File: config.mk
export PLATFORM = sky130hd
export DESIGN_NAME = game_mmio_ctrl
export DESIGN_NICKNAME = d
export VERILOG_FILES = /design/src/rtl/game_mmio_ctrl.sv
export SDC_FILE = /design/constraint.sdc
export NUM_CORES = 1
export LEC_CHECK = 0
export CELL_PAD_IN_SITES_DETAIL_PLACEMENT = 0
export CELL_PAD_IN_SITES_GLOBAL_PLACEMENT = 1
export CORE_ASPECT_RATIO = 0.5
export CORE_UTILIZATION = 35
export DETAILED_ROUTE_END_ITERATION = 16
export PLACE_DENSITY_LB_ADDON = 0.1
export SLEW_MARGIN = 20
export SYNTH_ARGS = -nofsm -noshare
export SYNTH_HDL_FRONTEND = slang
export SYNTH_SLANG_ARGS = --single-unit
File: constraint.sdc
create_clock -name clk -period 8.6 [get_ports clk]
set_input_delay 1.72 -clock clk [delete_from_list [all_inputs] [get_ports clk]]
set_output_delay 1.72 -clock clk [all_outputs]
set_load 0.02 [all_outputs]
File: src/rtl/game_mmio_ctrl.sv
// game_mmio_ctrl: fabric-side controller behind the HPS Avalon-MM conduit.
// Decodes HPS register accesses. Turns button presses into timestamped entries
// in an event FIFO. Runs the game tick prescaler. Arbitrates a 16-word shared
// bank between the HPS, which always wins, and the fabric game engine.
// Optional build macro: GAME_BTN_DEBOUNCE_EN adds per-button debounce counters.
module game_mmio_ctrl #(
  parameter int unsigned BTN_W      = 5,
  parameter int unsigned FIFO_DEPTH = 8,
  parameter int unsigned DEB_CYCLES = 50000
) (
  input  logic             clk,
  input  logic             reset,
  input  logic [4:0]       avs_address,
  input  logic [3:0]       avs_byteenable,
  input  logic [31:0]      avs_writedata,
  input  logic             avs_write,
  input  logic             avs_read,
  output logic [31:0]      avs_readdata,
  input  logic [BTN_W-1:0] btn_in,
  input  logic             eng_req,
  input  logic             eng_we,
  input  logic [3:0]       eng_addr,
  input  logic [31:0]      eng_wdata,
  output logic             eng_gnt,
  output logic [31:0]      eng_rdata,
  output logic             eng_rvalid,
  output logic             tick
);

  localparam int unsigned PTR_W = $clog2(FIFO_DEPTH);
  localparam int unsigned CNT_W = PTR_W + 1;

  typedef enum logic [4:0] {
    REG_CTRL     = 5'h00,
    REG_STATUS   = 5'h01,
    REG_EVENT    = 5'h02,
    REG_TICK_DIV = 5'h03,
    REG_TICK_CNT = 5'h04
  } reg_addr_e;

  logic             run;
  logic [23:0]      tick_div;
  logic [23:0]      presc;
  logic [31:0]      tick_cnt;
  logic [31:0]      fifo_mem [FIFO_DEPTH];
  logic [PTR_W-1:0] rd_ptr, wr_ptr;
  logic [CNT_W-1:0] count;
  logic             overflow;
  logic [31:0]      bank [16];

  logic [BTN_W-1:0] sync1, sync2, sync_lvl, level, level_q, press;

  logic hps_bank, wr_ctrl, wr_status, wr_div, rd_event, wr_bank;
  logic flush, ovf_clr, empty, full, pop_req, push_req, do_pop, do_push, ovf_set;
  logic [31:0] div_merged, bank_merged, status_word, rd_mux;

  function automatic logic [31:0] merge_bytes(input logic [31:0] old_val,
                                              input logic [31:0] new_val,
                                              input logic [3:0]  be);
    logic [31:0] r;
    r = old_val;
    for (int unsigned i = 0; i < 4; i++)
      if (be[i]) r[8*i +: 8] = new_val[8*i +: 8];
    return r;
  endfunction

  // Address decode, FIFO control and arbitration.
  always_comb begin
    hps_bank  = (avs_read | avs_write) & avs_address[4];
    wr_bank   = avs_write & avs_address[4];
    wr_ctrl   = avs_write & (avs_address == REG_CTRL);
    wr_status = avs_write & (avs_address == REG_STATUS);
    wr_div    = avs_write & (avs_address == REG_TICK_DIV);
    rd_event  = avs_read  & (avs_address == REG_EVENT);
    flush     = wr_ctrl & avs_byteenable[0] & avs_writedata[1];
    ovf_clr   = wr_status & avs_byteenable[0] & avs_writedata[6];
    empty     = (count == '0);
    full      = (count == CNT_W'(FIFO_DEPTH));
    pop_req   = rd_event & ~empty;
    push_req  = |press;
    // A pop in the same cycle frees the slot, so a push into a full FIFO still lands.
    do_pop    = pop_req & ~flush;
    do_push   = push_req & ~flush & (~full | pop_req);
    ovf_set   = push_req & ~flush & full & ~pop_req;
    eng_gnt   = eng_req & ~hps_bank;
    div_merged  = merge_bytes({8'h00, tick_div}, avs_writedata, avs_byteenable);
    bank_merged = merge_bytes(bank[avs_address[3:0]], avs_writedata, avs_byteenable);
  end

  // Read data selection for the registered HPS response.
  always_comb begin
    status_word = '0;
    status_word[CNT_W-1:0] = count;
    status_word[4] = empty;
    status_word[5] = full;
    status_word[6] = overflow;
    rd_mux = '0;
    if (avs_address[4]) begin
      rd_mux = bank[avs_address[3:0]];
    end else begin
      case (avs_address)
        REG_CTRL:     rd_mux = {31'h0, run};
        REG_STATUS:   rd_mux = status_word;
        REG_EVENT:    rd_mux = empty ? '0 : fifo_mem[rd_ptr];
        REG_TICK_DIV: rd_mux = {8'h00, tick_div};
        REG_TICK_CNT: rd_mux = tick_cnt;
        default:      rd_mux = '0;
      endcase
    end
  end

  // Registered HPS read response; holds until the next read.
  always_ff @(posedge clk) begin
    if (reset) avs_readdata <= '0;
    else if (avs_read) avs_readdata <= rd_mux;
  end

  // CTRL and TICK_DIV registers.
  always_ff @(posedge clk) begin
    if (reset) begin
      run      <= 1'b0;
      tick_div <= '0;
    end else begin
      if (wr_ctrl && avs_byteenable[0]) run <= avs_writedata[0];
      if (wr_div) tick_div <= div_merged[23:0];
    end
  end

  // Tick prescaler and free-running tick counter.
  always_ff @(posedge clk) begin
    if (reset) begin
      presc    <= '0;
      tick_cnt <= '0;
      tick     <= 1'b0;
    end else begin
      tick <= 1'b0;
      if (wr_div) begin
        presc <= '0;
      end else if (run) begin
        if (presc == tick_div) begin
          presc    <= '0;
          tick     <= 1'b1;
          tick_cnt <= tick_cnt + 32'd1;
        end else begin
          presc <= presc + 24'd1;
        end
      end
    end
  end

  // Button synchronizer, reset to the released (high) raw level.
  always_ff @(posedge clk) begin
    if (reset) begin
      sync1 <= '1;
      sync2 <= '1;
    end else begin
      sync1 <= btn_in;
      sync2 <= sync1;
    end
  end

  assign sync_lvl = ~sync2;

`ifdef GAME_BTN_DEBOUNCE_EN
  localparam int unsigned DEB_W = (DEB_CYCLES > 1) ? $clog2(DEB_CYCLES) : 1;
  logic [DEB_W-1:0] deb_cnt [BTN_W];
  logic [BTN_W-1:0] deb;

  // Accept a new level only after it has differed for DEB_CYCLES clocks in a row.
  always_ff @(posedge clk) begin
    if (reset) begin
      deb <= '0;
      for (int unsigned i = 0; i < BTN_W; i++) deb_cnt[i] <= '0;
    end else begin
      for (int unsigned i = 0; i < BTN_W; i++) begin
        if (sync_lvl[i] == deb[i]) begin
          deb_cnt[i] <= '0;
        end else if (deb_cnt[i] == DEB_W'(DEB_CYCLES - 1)) begin
          deb[i]     <= sync_lvl[i];
          deb_cnt[i] <= '0;
        end else begin
          deb_cnt[i] <= deb_cnt[i] + 1'b1;
        end
      end
    end
  end

  assign level = deb;
`else
  assign level = sync_lvl;
`endif

  assign press = level & ~level_q;

  // Edge-detect history of the button level.
  always_ff @(posedge clk) begin
    if (reset) level_q <= '0;
    else level_q <= level;
  end

  // Event FIFO pointers, occupancy and sticky overflow.
  always_ff @(posedge clk) begin
    if (reset) begin
      rd_ptr   <= '0;
      wr_ptr   <= '0;
      count    <= '0;
      overflow <= 1'b0;
    end else begin
      if (ovf_set) overflow <= 1'b1;
      else if (ovf_clr) overflow <= 1'b0;
      if (flush) begin
        rd_ptr <= '0;
        wr_ptr <= '0;
        count  <= '0;
      end else begin
        if (do_push) wr_ptr <= wr_ptr + 1'b1;
        if (do_pop)  rd_ptr <= rd_ptr + 1'b1;
        case ({do_push, do_pop})
          2'b10:   count <= count + 1'b1;
          2'b01:   count <= count - 1'b1;
          default: count <= count;
        endcase
      end
    end
  end

  // Event FIFO storage: press mask with the current tick count as timestamp.
  always_ff @(posedge clk) begin
    if (do_push) fifo_mem[wr_ptr] <= {tick_cnt[23:0], 8'(press)};
  end

  // Shared bank storage; the HPS and a granted engine write never coincide.
  always_ff @(posedge clk) begin
    if (wr_bank) bank[avs_address[3:0]] <= bank_merged;
    else if (eng_gnt && eng_we) bank[eng_addr] <= eng_wdata;
  end

  // Engine read response, one cycle after a granted read.
  always_ff @(posedge clk) begin
    if (reset) begin
      eng_rvalid <= 1'b0;
      eng_rdata  <= '0;
    end else begin
      eng_rvalid <= eng_gnt & ~eng_we;
      if (eng_gnt && !eng_we) eng_rdata <= bank[eng_addr];
    end
  end

endmodule

==> impl_metrics.sql, run 1 <==
INSERT INTO impl_metrics (metric_group, metric, value, unit) VALUES
('power', 'intPower', '7.51', 'mW'),
('outcome', 'run_status', 'finished, final reports clean', ''),
('critical_path', 'worstPathRequired', '6.88', 'ns'),
('critical_path', 'cpPeakStageDelay', '0.66', 'ns'),
('power', 'p_per_area', '210', 'nW/um^2'),
('clock_network', 'clock-sinks', '920', ''),
('timing', 'final_hold_vios', '0', ''),
('clock_network', 'post_cts_resize_count', '0', ''),
('synthesis', 'synth_enable_flop_cells', '744', ''),
('min_path', 'hold_class', 'flop to flop', ''),
('power', 'total_power', '9.87', 'mW'),
('drt', 'vias_post_dr', '22654', ''),
('timing', 'transition_time_at_the_pin_with_the_least_slew_margin', '1.12', 'ns'),
('drt', 'route.final.wire_length', '120', 'mm'),
('global_route', 'grt-busiest-layer', 'met2', ''),
('floorplanning', 'io-pin-count', '155', ''),
('clock_network', 'clkSlewWorstSetupHoldPaths', '0.07', 'ns'),
('timing', 'finalSetupViolations', '0', ''),
('global_route', 'gr-usage-met3', '3.66', '%'),
('synthesis', 'syn_nets', '2390', ''),
('layout', 'final_net_count', '2553', ''),
('layout', 'final_cell_area', '46900', 'um^2'),
('critical_path', 'cp_slowest_cell', 'sky130_fd_sc_hd__clkdlybuf4s50_1', ''),
('place', 'gp_congestion', '0.781', ''),
('global_route', 'grt_first_pass_wirelength', '173', 'mm'),
('place', 'dpl-instance-area', '44000', 'um^2'),
('synthesis', 'yosys_warnings', '0', ''),
('clock_network', 'clockRootBuffer', 'sky130_fd_sc_hd__clkbuf_16', ''),
('timing', 'fin_skew', '0.0340', 'ns'),
('global_route', 'globalRouteMet2Util', '31.8', '%'),
('floorplanning', 'floorplan.die_area', '117000', 'um^2'),
('synthesis', 'yosysSeqAreaShare', '64.0', '%'),
('drt', 'drt-pass1-iter-count', '7', ''),
('synthesis', 'cell_count_after_synthesis', '2295', ''),
('timing', 'final.setup.worst_slack', '3.23', 'ns'),
('floorplanning', 'fp-row-count', '87', ''),
('critical_path', 'timing.critical_path.arrival', '3.65', 'ns'),
('power', 'power.ir.vdd_worst', '129', 'uV'),
('drt', 'post_dr_wirelength_cell', '29.7', 'um'),
('layout', 'final_common_cell', 'sky130_fd_sc_hd__edfxtp_1', ''),
('layout', 'final_layout_size_suffix_gt1_share', '25.9', '%'),
('drt', 'ant_nets', '0', ''),
('critical_path', 'path_cells', 'clkdlybuf4s50_1 -> o21ai_1 -> nand2_1 -> inv_1 -> clkdlybuf4s50_1', ''),
('global_route', 'gr-total-overflow', '0', ''),
('clock_network', 'cts.path.max_buffers', '3', ''),
('floorplanning', 'start_util', '35.6', '%'),
('power', 'power.share.switching', '23.9', '%'),
('clock_network', 'tritoncts', 'yes', ''),
('global_route', 'grt_util_met1', '30.7', '%'),
('critical_path', 'cp_common_cell', 'sky130_fd_sc_hd__clkdlybuf4s50_1', ''),
('power', 'switchingPower', '2.36', 'mW'),
('place', 'placement.setup.worst_slack', '2.59', 'ns'),
('layout', 'area.growth.synth_to_final', '16.1', '%'),
('timing', 'timing.final.max_slew_violations', '0', ''),
('synthesis', 'ys_dominant_reg_cell', 'sky130_fd_sc_hd__edfxtp_1', ''),
('drt', 'detail_route.iter0.violations', '1941', ''),
('global_route', 'grt_util_all_layers', '20.8', '%'),
('place', 'place_hpwl', '75.8', 'mm'),
('clock_network', 'h-tree-depth', '3', ''),
('power', 'power_frac_seq', '50.7', '%'),
('timing', 'rsz0062_at_grt', 'false', ''),
('timing', 'relSlewSlack', '25.3', '%'),
('power', 'clock_power_share', '40.3', '%'),
('synthesis', 'synthesis.area_per_instance', '17.6', 'um^2'),
('layout', 'fillCellCount', '10128', ''),
('floorplanning', 'floorplan.die.height', '242', 'um'),
('synthesis', 'synth_area', '40400', 'um^2'),
('run', 'maxCapViolCount', '0', ''),
('timing', 'finalWorstPathRequiredPeriod', '5.37', 'ns'),
('global_route', 'first_global_vias', '23249', ''),
('layout', 'layout_common_cells', 'sky130_fd_sc_hd__edfxtp_1 (744), sky130_fd_sc_hd__mux4_2 (377), sky130_fd_sc_hd__dfxtp_1 (173)', '');
## flip-flops by register name, summed over array words and instances, names as in the netlist, 24 cells and up, named ones only
signal	cells
avs_readdata	32
bank	512
eng_rdata	32
fifo_mem	232
presc	24
tick_cnt	32
tick_div	24
## routing by layer
metal,vias to the layer above,share of wire (%)
met5,-,0.035
met4,6,2.2
met3,159,4.7
met2,528,46
met1,12184,47
li1,9777,-
## worst paths after layout
kind / start / slack [ns] / cells past startpoint / end
setup / recovery: avs_write / 3.23 / 5 / eng_gnt
setup reg to reg: count[0] / 5.27 / 6 / fifo_mem[3][26]
hold reg to reg: sync1[3] / 0.40 / 1 / sync2[3]
hold / removal: sync1[3] / 0.40 / 1 / sync2[3]
## final cells by class
cell class | count | area [um^2] | area share (%)
clock buffer | 120 | 2500 | 5.34
multi-input combinational | 1200 | 14100 | 30.0
clock inverter | 43 | 369 | 0.786
tap | 1513 | 1890 | 4.03
inverter | 13 | 48.8 | 0.104
timing repair buffer | 234 | 2160 | 4.60
sequential | 920 | 25900 | 55.1
antenna | 1 | 2.50 | 0.00533
## cell families after synthesis
group / count (synthesis) / synth area share (%)
flops: 920 / 64.0
mux: 498 / 24.1
simple gates: 444 / 5.44
compound gates: 197 / 3.34
buf+inv: 175 / 1.74
xor+xnor: 54 / 1.17
fa+ha+maj: 7 / 0.217
## synthesized netlist by cell type (all sizes together) (31+ instances only)
cell    count  share of area [%]
xnor2      31               0.67
nand2      69               0.64
nor2      167                1.6
mux2i      86                2.1
nor3       48               0.59
buf        61               0.68
edfxtp    744                 55
a22o       32               0.69
a21oi      51               0.63
clkbuf    101               0.94
nor2b      35               0.54
o21ai      44               0.54
mux4      377                 21
dfxtp     176                8.7
mux2       35               0.97
## critical path, delay by kind of cell
kind	cells	cell delay, ns
buffers and inverters	3	1.36
AO/OA/AOI/OAI	1	0.42
AND/OR/NAND/NOR	1	0.15
## power by group through the flow
stage / Combinational (mW) / Sequential (mW) / Clock [mW]
after CTS: 0.899 / 5.01 / 4.08
after detailed placement: 0.898 / 5.10 / 0
final: 0.884 / 5.00 / 3.98
after global routing: 0.942 / 5.01 / 4.24
after global placement: 0.896 / 5.10 / 0
after floorplan: 0.480 / 5.10 / 0
## metrics by stage
stage / util (%) / hold WS, ns / instances
floorplan: - / 0.389 / 2295
global placement: 38.7 / 0.392 / 3878
detailed placement: 38.8 / 0.392 / 3879
CTS: 41.3 / 0.409 / 4042
global route: 41.3 / 0.424 / 4043
finish: 41.3 / 0.404 / 4044
Power figures use the tool's default switching activity.
==> run 2: changes to the inputs <==
clock period = 4.5 ns   (was 8.6 ns; I/O delays follow)
==> impl_metrics.sql, run 2 (synthesis gave the netlist of run 1 again) <==
INSERT INTO impl_metrics (metric_group, metric, value, unit) VALUES
('critical_path', 'path_max_fanout', '19', ''),
('layout', 'largest-register', 'bank', ''),
('place', 'dpl-instance-area', '44700', 'um^2'),
('global_route', 'first_global_vias', '23553', ''),
('timing', 'timing.final.max_slew_violations', '0', ''),
('critical_path', 'timing.critical_path.arrival', '2.61', 'ns'),
('floorplanning', 'floorplan.die_area', '117000', 'um^2'),
('power', 'share_comb_of_total_power', '8.8', '%'),
('clock_network', 'tritoncts', 'yes', ''),
('power', 'intPower', '15.1', 'mW'),
('drt', 'route.final.wire_length', '121', 'mm'),
('layout', 'final_cell_area', '48000', 'um^2'),
('clock_network', 'cts-buffers-inserted', '89', ''),
('critical_path', 'setup.worst_path.class', 'primary input to output pin', ''),
('power', 'power.share.switching', '23.0', '%'),
('outcome', 'run_status', 'finished, final reports clean', ''),
('drt', 'route.detailed.vias_per_inst', '5.58', ''),
('power', 'static-leakage-power', '15.2', 'nW'),
('min_path', 'hold_class', 'flop to flop', ''),
('clock_network', 'clkSlewWorstSetupHoldPaths', '0.06', 'ns'),
('timing', 'rsz0062_at_grt', 'false', ''),
('global_route', 'grt_util_all_layers', '21.1', '%'),
('global_route', 'grt_first_pass_wirelength', '175', 'mm'),
('drt', 'detail_route.iter0.violations', '1991', ''),
('critical_path', 'crit_family', 'buffers and inverters', ''),
('timing', 'finalSetupViolations', '0', ''),
('global_route', 'gr-total-overflow', '0', ''),
('min_path', 'hold_path_cell_cnt', '1', ''),
('floorplanning', 'fp-row-count', '87', ''),
('power', 'clock_power_share', '42.6', '%'),
('timing', 'finalWorstPathRequiredPeriod', '3.51', 'ns'),
('drt', 'vias_post_dr', '22822', ''),
('drt', 'post_dr_wirelength_cell', '29.7', 'um'),
('timing', 'fmax', '0.285', 'GHz'),
('floorplanning', 'floorplan.die.width', '483', 'um'),
('floorplanning', 'io-pin-count', '155', ''),
('global_route', 'initial_antenna_violation_count', '4', ''),
('layout', 'final_net_count', '2597', ''),
('layout', 'final_common_cell', 'sky130_fd_sc_hd__edfxtp_1', ''),
('clock_network', 'post_cts_hold_buffer_count', '0', ''),
('layout', 'final_layout_size_suffix_gt1_share', '28.0', '%'),
('layout', 'layout_common_cells', 'sky130_fd_sc_hd__edfxtp_1 (744), sky130_fd_sc_hd__mux4_2 (377), sky130_fd_sc_hd__dfxtp_1 (173)', ''),
('drt', 'drt-pass1-iter-count', '5', ''),
('critical_path', 'cp_slowest_cell', 'sky130_fd_sc_hd__clkdlybuf4s50_1', ''),
('timing', 'final_hold_vios', '0', ''),
('clock_network', 'cts.repair_timing.setup_buffer_count', '0', ''),
('place', 'port-buffer-count', '154', ''),
('critical_path', 'cp_common_cell', 'sky130_fd_sc_hd__clkdlybuf4s50_1', ''),
('timing', 'post-route-period-util', '78.0', '%'),
('drt', 'drc_errors', '0', ''),
('layout', 'area.growth.synth_to_final', '18.7', '%'),
('run', 'maxCapViolCount', '0', ''),
('critical_path', 'r2r.worst_path.cells', '6', ''),
('timing', 'transition_time_at_the_pin_with_the_least_slew_margin', '1.02', 'ns'),
('clock_network', 'clock-sinks', '920', ''),
('critical_path', 'timing.critical_path.depth', '6', ''),
('clock_network', 'h-tree-depth', '3', ''),
('timing', 'hold-worst-slack', '0.408', 'ns'),
('floorplanning', 'core_box_area', '114000', 'um^2'),
('power', 'p_per_area', '410', 'nW/um^2'),
('clock_network', 'post_cts_resize_count', '0', ''),
('layout', 'regs_by_ff_count', 'bank x512, fifo_mem x232', ''),
('critical_path', 'startpoint_type', 'primary input', ''),
('critical_path', 'timing.critical_path.to_type', 'output pin', ''),
('critical_path', 'worstPathRequired', '3.60', 'ns'),
('drt', 'ant_nets', '0', ''),
('critical_path', 'cpPeakStageDelay', '0.53', 'ns'),
('place', 'gp_congestion', '0.783', ''),
('clock_network', 'insertion_delay', '0.69', 'ns'),
('clock_network', 'cts.path.max_buffers', '3', ''),
('critical_path', 'critical_path.n_buffers_inverters', '4', ''),
('power', 'power.ir.vdd_worst', '276', 'uV'),
('place', 'place_hpwl', '77.1', 'mm'),
('power', 'power_frac_seq', '48.6', '%'),
('critical_path', 'path_cells', 'clkdlybuf4s50_1 -> buf_4 -> o21ai_1 -> nand2_1 -> inv_1 -> clkdlybuf4s50_1', ''),
('power', 'switchingPower', '4.52', 'mW'),
('floorplanning', 'start_util', '35.6', '%'),
('timing', 'fin_skew', '0.0153', 'ns'),
('floorplanning', 'floorplan.die.height', '242', 'um'),
('timing', 'relSlewSlack', '31.7', '%'),
('layout', 'largest_reg_flops', '512', ''),
('global_route', 'largest_net_degree_at_the_start_of_global_routing', '80', ''),
('clock_network', 'clockRootBuffer', 'sky130_fd_sc_hd__clkbuf_16', '');
## run 2: path summary, 6_finish.rpt
check	from	end	slack (ns)
max	avs_address[4]	eng_gnt	0.99
min	sync1[2]	sync2[2]	0.41
max reg2reg	tick_cnt[4]	tick_cnt[25]	1.40
min reg2reg	sync1[2]	sync2[2]	0.41
## run 2: final cells by class
type | count | area, um^2
repair buffers | 278 | 2830
multi-input cells | 1200 | 14100
flip-flops and latches | 920 | 25900
inverters | 13 | 48.8
clock buffers | 111 | 2400
diodes | 1 | 2.50
clock inverters | 55 | 822
well taps | 1513 | 1890
fillers | 10068 | 65500
## run 2: metal layers
metal	wire length (um)	track usage, %	part of all wire, %
met2	56000	32.4	46
met4	2700	4.99	2.2
met3	6200	3.27	5.1
met1	56400	31.3	46
met5	0	0	0
## run 2: power by group through the flow
stage | Combinational (mW) | Clock, mW | Sequential, mW
floorplan | 0.923 | 0 | 9.75
global placement | 1.74 | 0 | 9.74
finish | 1.73 | 8.37 | 9.56
global route | 1.84 | 8.89 | 9.58
CTS | 1.75 | 8.57 | 9.57
detailed placement | 1.75 | 0 | 9.75
## run 2: metrics by stage
step                      setup slack (ns)  TNS (ns)  power, mW  instances  utilization (%)
after floorplan                     -0.378    -49.53       10.7       2295                -
after global placement               0.305         0       11.5       3924             39.4
after global routing                 0.898         0       20.3       4090             42.3
after CTS                            0.991         0       19.9       4090             42.2
final                                0.988         0       19.7       4091             42.3
after detailed placement             0.358         0       11.5       3924             39.4
==> run 3: changes to the inputs <==
clock period = 2.8 ns   (was 4.5 ns; I/O delays follow)
==> impl_metrics.sql, run 3 (synthesis gave the netlist of run 1 again) <==
INSERT INTO impl_metrics (metric_group, metric, value, unit) VALUES
('floorplanning', 'floorplan.die.width', '483', 'um'),
('drt', 'post_dr_wirelength_cell', '28.7', 'um'),
('global_route', 'gr-total-overflow', '0', ''),
('layout', 'final_net_count', '2813', ''),
('place', 'placement.setup.worst_slack', '-0.926', 'ns'),
('layout', 'area.growth.synth_to_final', '24.3', '%'),
('drt', 'ant_nets', '0', ''),
('timing', 'final.setup.worst_slack', '0.0236', 'ns'),
('timing', 'post-route-period-util', '99.2', '%'),
('power', 'total_power', '31.0', 'mW'),
('power', 'static-leakage-power', '16.5', 'nW'),
('power', 'power.ir.vdd_worst', '440', 'uV'),
('layout', 'largest-register', 'bank', ''),
('clock_network', 'tritoncts', 'yes', ''),
('layout', 'final_common_cell', 'sky130_fd_sc_hd__edfxtp_1', ''),
('place', 'place_hpwl', '83.2', 'mm'),
('power', 'power.share.switching', '23.5', '%'),
('layout', 'layout_common_cells', 'sky130_fd_sc_hd__edfxtp_1 (744), sky130_fd_sc_hd__mux4_2 (377), sky130_fd_sc_hd__buf_4 (247)', ''),
('power', 'share_comb_of_total_power', '10.5', '%'),
('clock_network', 'cts-buffers-inserted', '90', ''),
('timing', 'rsz0062_at_grt', 'false', ''),
('critical_path', 'timing.critical_path.arrival', '2.22', 'ns'),
('floorplanning', 'start_util', '35.6', '%'),
('power', 'p_per_area', '616', 'nW/um^2'),
('run', 'maxCapViolCount', '0', ''),
('clock_network', 'cts.path.max_buffers', '3', ''),
('timing', 'fmax', '0.360', 'GHz'),
('outcome', 'run_status', 'finished, final reports clean', ''),
('floorplanning', 'floorplan.die.height', '242', 'um'),
('drt', 'detailroute.wirelength.met3', '7.22', 'mm'),
('global_route', 'grt_first_pass_wirelength', '177', 'mm'),
('timing', 'fin_skew', '0.0196', 'ns'),
('clock_network', 'clkSlewWorstSetupHoldPaths', '0.07', 'ns'),
('global_route', 'initial_antenna_violation_count', '5', ''),
('layout', 'regs_by_ff_count', 'bank x512, fifo_mem x232', ''),
('clock_network', 'insertion_delay', '0.70', 'ns'),
('timing', 'finalSetupViolations', '0', ''),
('drt', 'drc_errors', '0', ''),
('critical_path', 'timing.critical_path.to_type', 'output pin', ''),
('timing', 'timing.final.max_slew_violations', '0', ''),
('place', 'dpl.cell_count', '4137', ''),
('timing', 'relSlewSlack', '32.9', '%'),
('power', 'clock_power_share', '39.9', '%'),
('drt', 'drt-pass1-iter-count', '5', ''),
('drt', 'vias_post_dr', '23578', ''),
('place', 'port-buffer-count', '154', ''),
('drt', 'route.final.wire_length', '124', 'mm'),
('floorplanning', 'core_box_area', '114000', 'um^2'),
('layout', 'final_cell_count_no_fill', '4310', ''),
('timing', 'hold-worst-slack', '0.400', 'ns'),
('power', 'switchingPower', '7.27', 'mW'),
('min_path', 'hold_class', 'primary input to flop', ''),
('floorplanning', 'fp-row-count', '87', ''),
('power', 'intPower', '23.7', 'mW'),
('critical_path', 'path_max_fanout', '26', ''),
('global_route', 'largest_net_degree_at_the_start_of_global_routing', '82', ''),
('timing', 'final_hold_vios', '0', ''),
('global_route', 'first_global_vias', '24027', ''),
('clock_network', 'clock-sinks', '920', ''),
('drt', 'route.layer.met1.wl', '56.0', 'mm'),
('clock_network', 'h-tree-depth', '3', ''),
('floorplanning', 'io-pin-count', '155', ''),
('clock_network', 'clockRootBuffer', 'sky130_fd_sc_hd__clkbuf_16', ''),
('drt', 'detail_route.iter0.violations', '2019', ''),
('timing', 'transition_time_at_the_pin_with_the_least_slew_margin', '1.01', 'ns'),
('critical_path', 'setup.worst_path.class', 'primary input to output pin', ''),
('global_route', 'grt_util_all_layers', '21.3', '%'),
('power', 'power_frac_seq', '49.6', '%'),
('drt', 'highest-signal-layer', 'met4', ''),
('layout', 'largest_reg_flops', '512', ''),
('critical_path', 'worstPathRequired', '2.24', 'ns'),
('timing', 'finalWorstPathRequiredPeriod', '2.78', 'ns'),
('drt', 'route.detailed.vias_per_inst', '5.47', ''),
('drt', 'met2RoutedLength', '57.9', 'mm'),
('clock_network', 'post_cts_hold_buffer_count', '0', ''),
('floorplanning', 'floorplan.die_area', '117000', 'um^2'),
('layout', 'final_layout_size_suffix_gt1_share', '33.3', '%'),
('place', 'gp_congestion', '0.779', ''),
('critical_path', 'startpoint_type', 'primary input', '');
run 3: power by group through the flow:
stage	Sequential [mW]	Combinational (mW)	Clock [mW]
CTS	15.4	3.30	12.7
floorplan	15.7	1.54	0
global placement	15.6	3.27	0
finish	15.4	3.26	12.3
global route	15.4	3.45	13.2
detailed placement	15.7	3.28	0
run 3: layer usage:
layer | track usage [%] | vias to the layer above
met5 | 0 | -
met4 | 5.08 | 0
met3 | 4.35 | 130
met2 | 33.3 | 617
met1 | 30.5 | 12531
li1 | - | 10300
run 3: stage by stage:
| step | TNS [ns] | utilization (%) | area [um^2] |
|---|---|---|---|
| 2_1_floorplan | -159.55 | - | 40800 |
| 3_3_place_gp | -432.18 | 41.6 | 47200 |
| 3_5_place_dp | -453.08 | 41.6 | 47200 |
| 4_1_cts | 0 | 44.2 | 50200 |
| 5_1_grt | 0 | 44.2 | 50200 |
| 6_report | 0 | 44.2 | 50200 |
run 3: timing repair:
action                                  4_1_cts  5_1_grt
resized for setup                             5       14
setup buffers                                 2        1
pin swaps                                     6        9
endpoints found under the setup margin       49       66
run 3: final cells by class:
type,count,area (um^2)
Clock inverter,33,364
Timing Repair Buffer,493,5250
Fill cell,9896,63300
Clock buffer,137,2580
Sequential cell,920,25900
Antenna cell,1,2.50
Inverter,13,51.3
Multi-Input combinational cell,1200,14200
Tap cell,1513,1890
run 3: worst max-delay path: stages:
cell and delay (ns):
sky130_fd_sc_hd__clkdlybuf4s50_1 0.43, sky130_fd_sc_hd__buf_4 0.26, sky130_fd_sc_hd__o21ai_2 0.24, sky130_fd_sc_hd__buf_4 0.16, sky130_fd_sc_hd__nand2_1 0.06, sky130_fd_sc_hd__inv_1 0.10
sky130_fd_sc_hd__dlygate4sd2_1 0.38
run 3: path summary, 6_finish.rpt:
path	from	end	cells past startpoint	slack, ns
min	reset	tick_cnt[0]	2	0.40
max	avs_read	eng_gnt	7	0.02
min reg2reg	sync1[1]	sync2[1]	1	0.41
max reg2reg	count[2]	count[3]	10	0.20
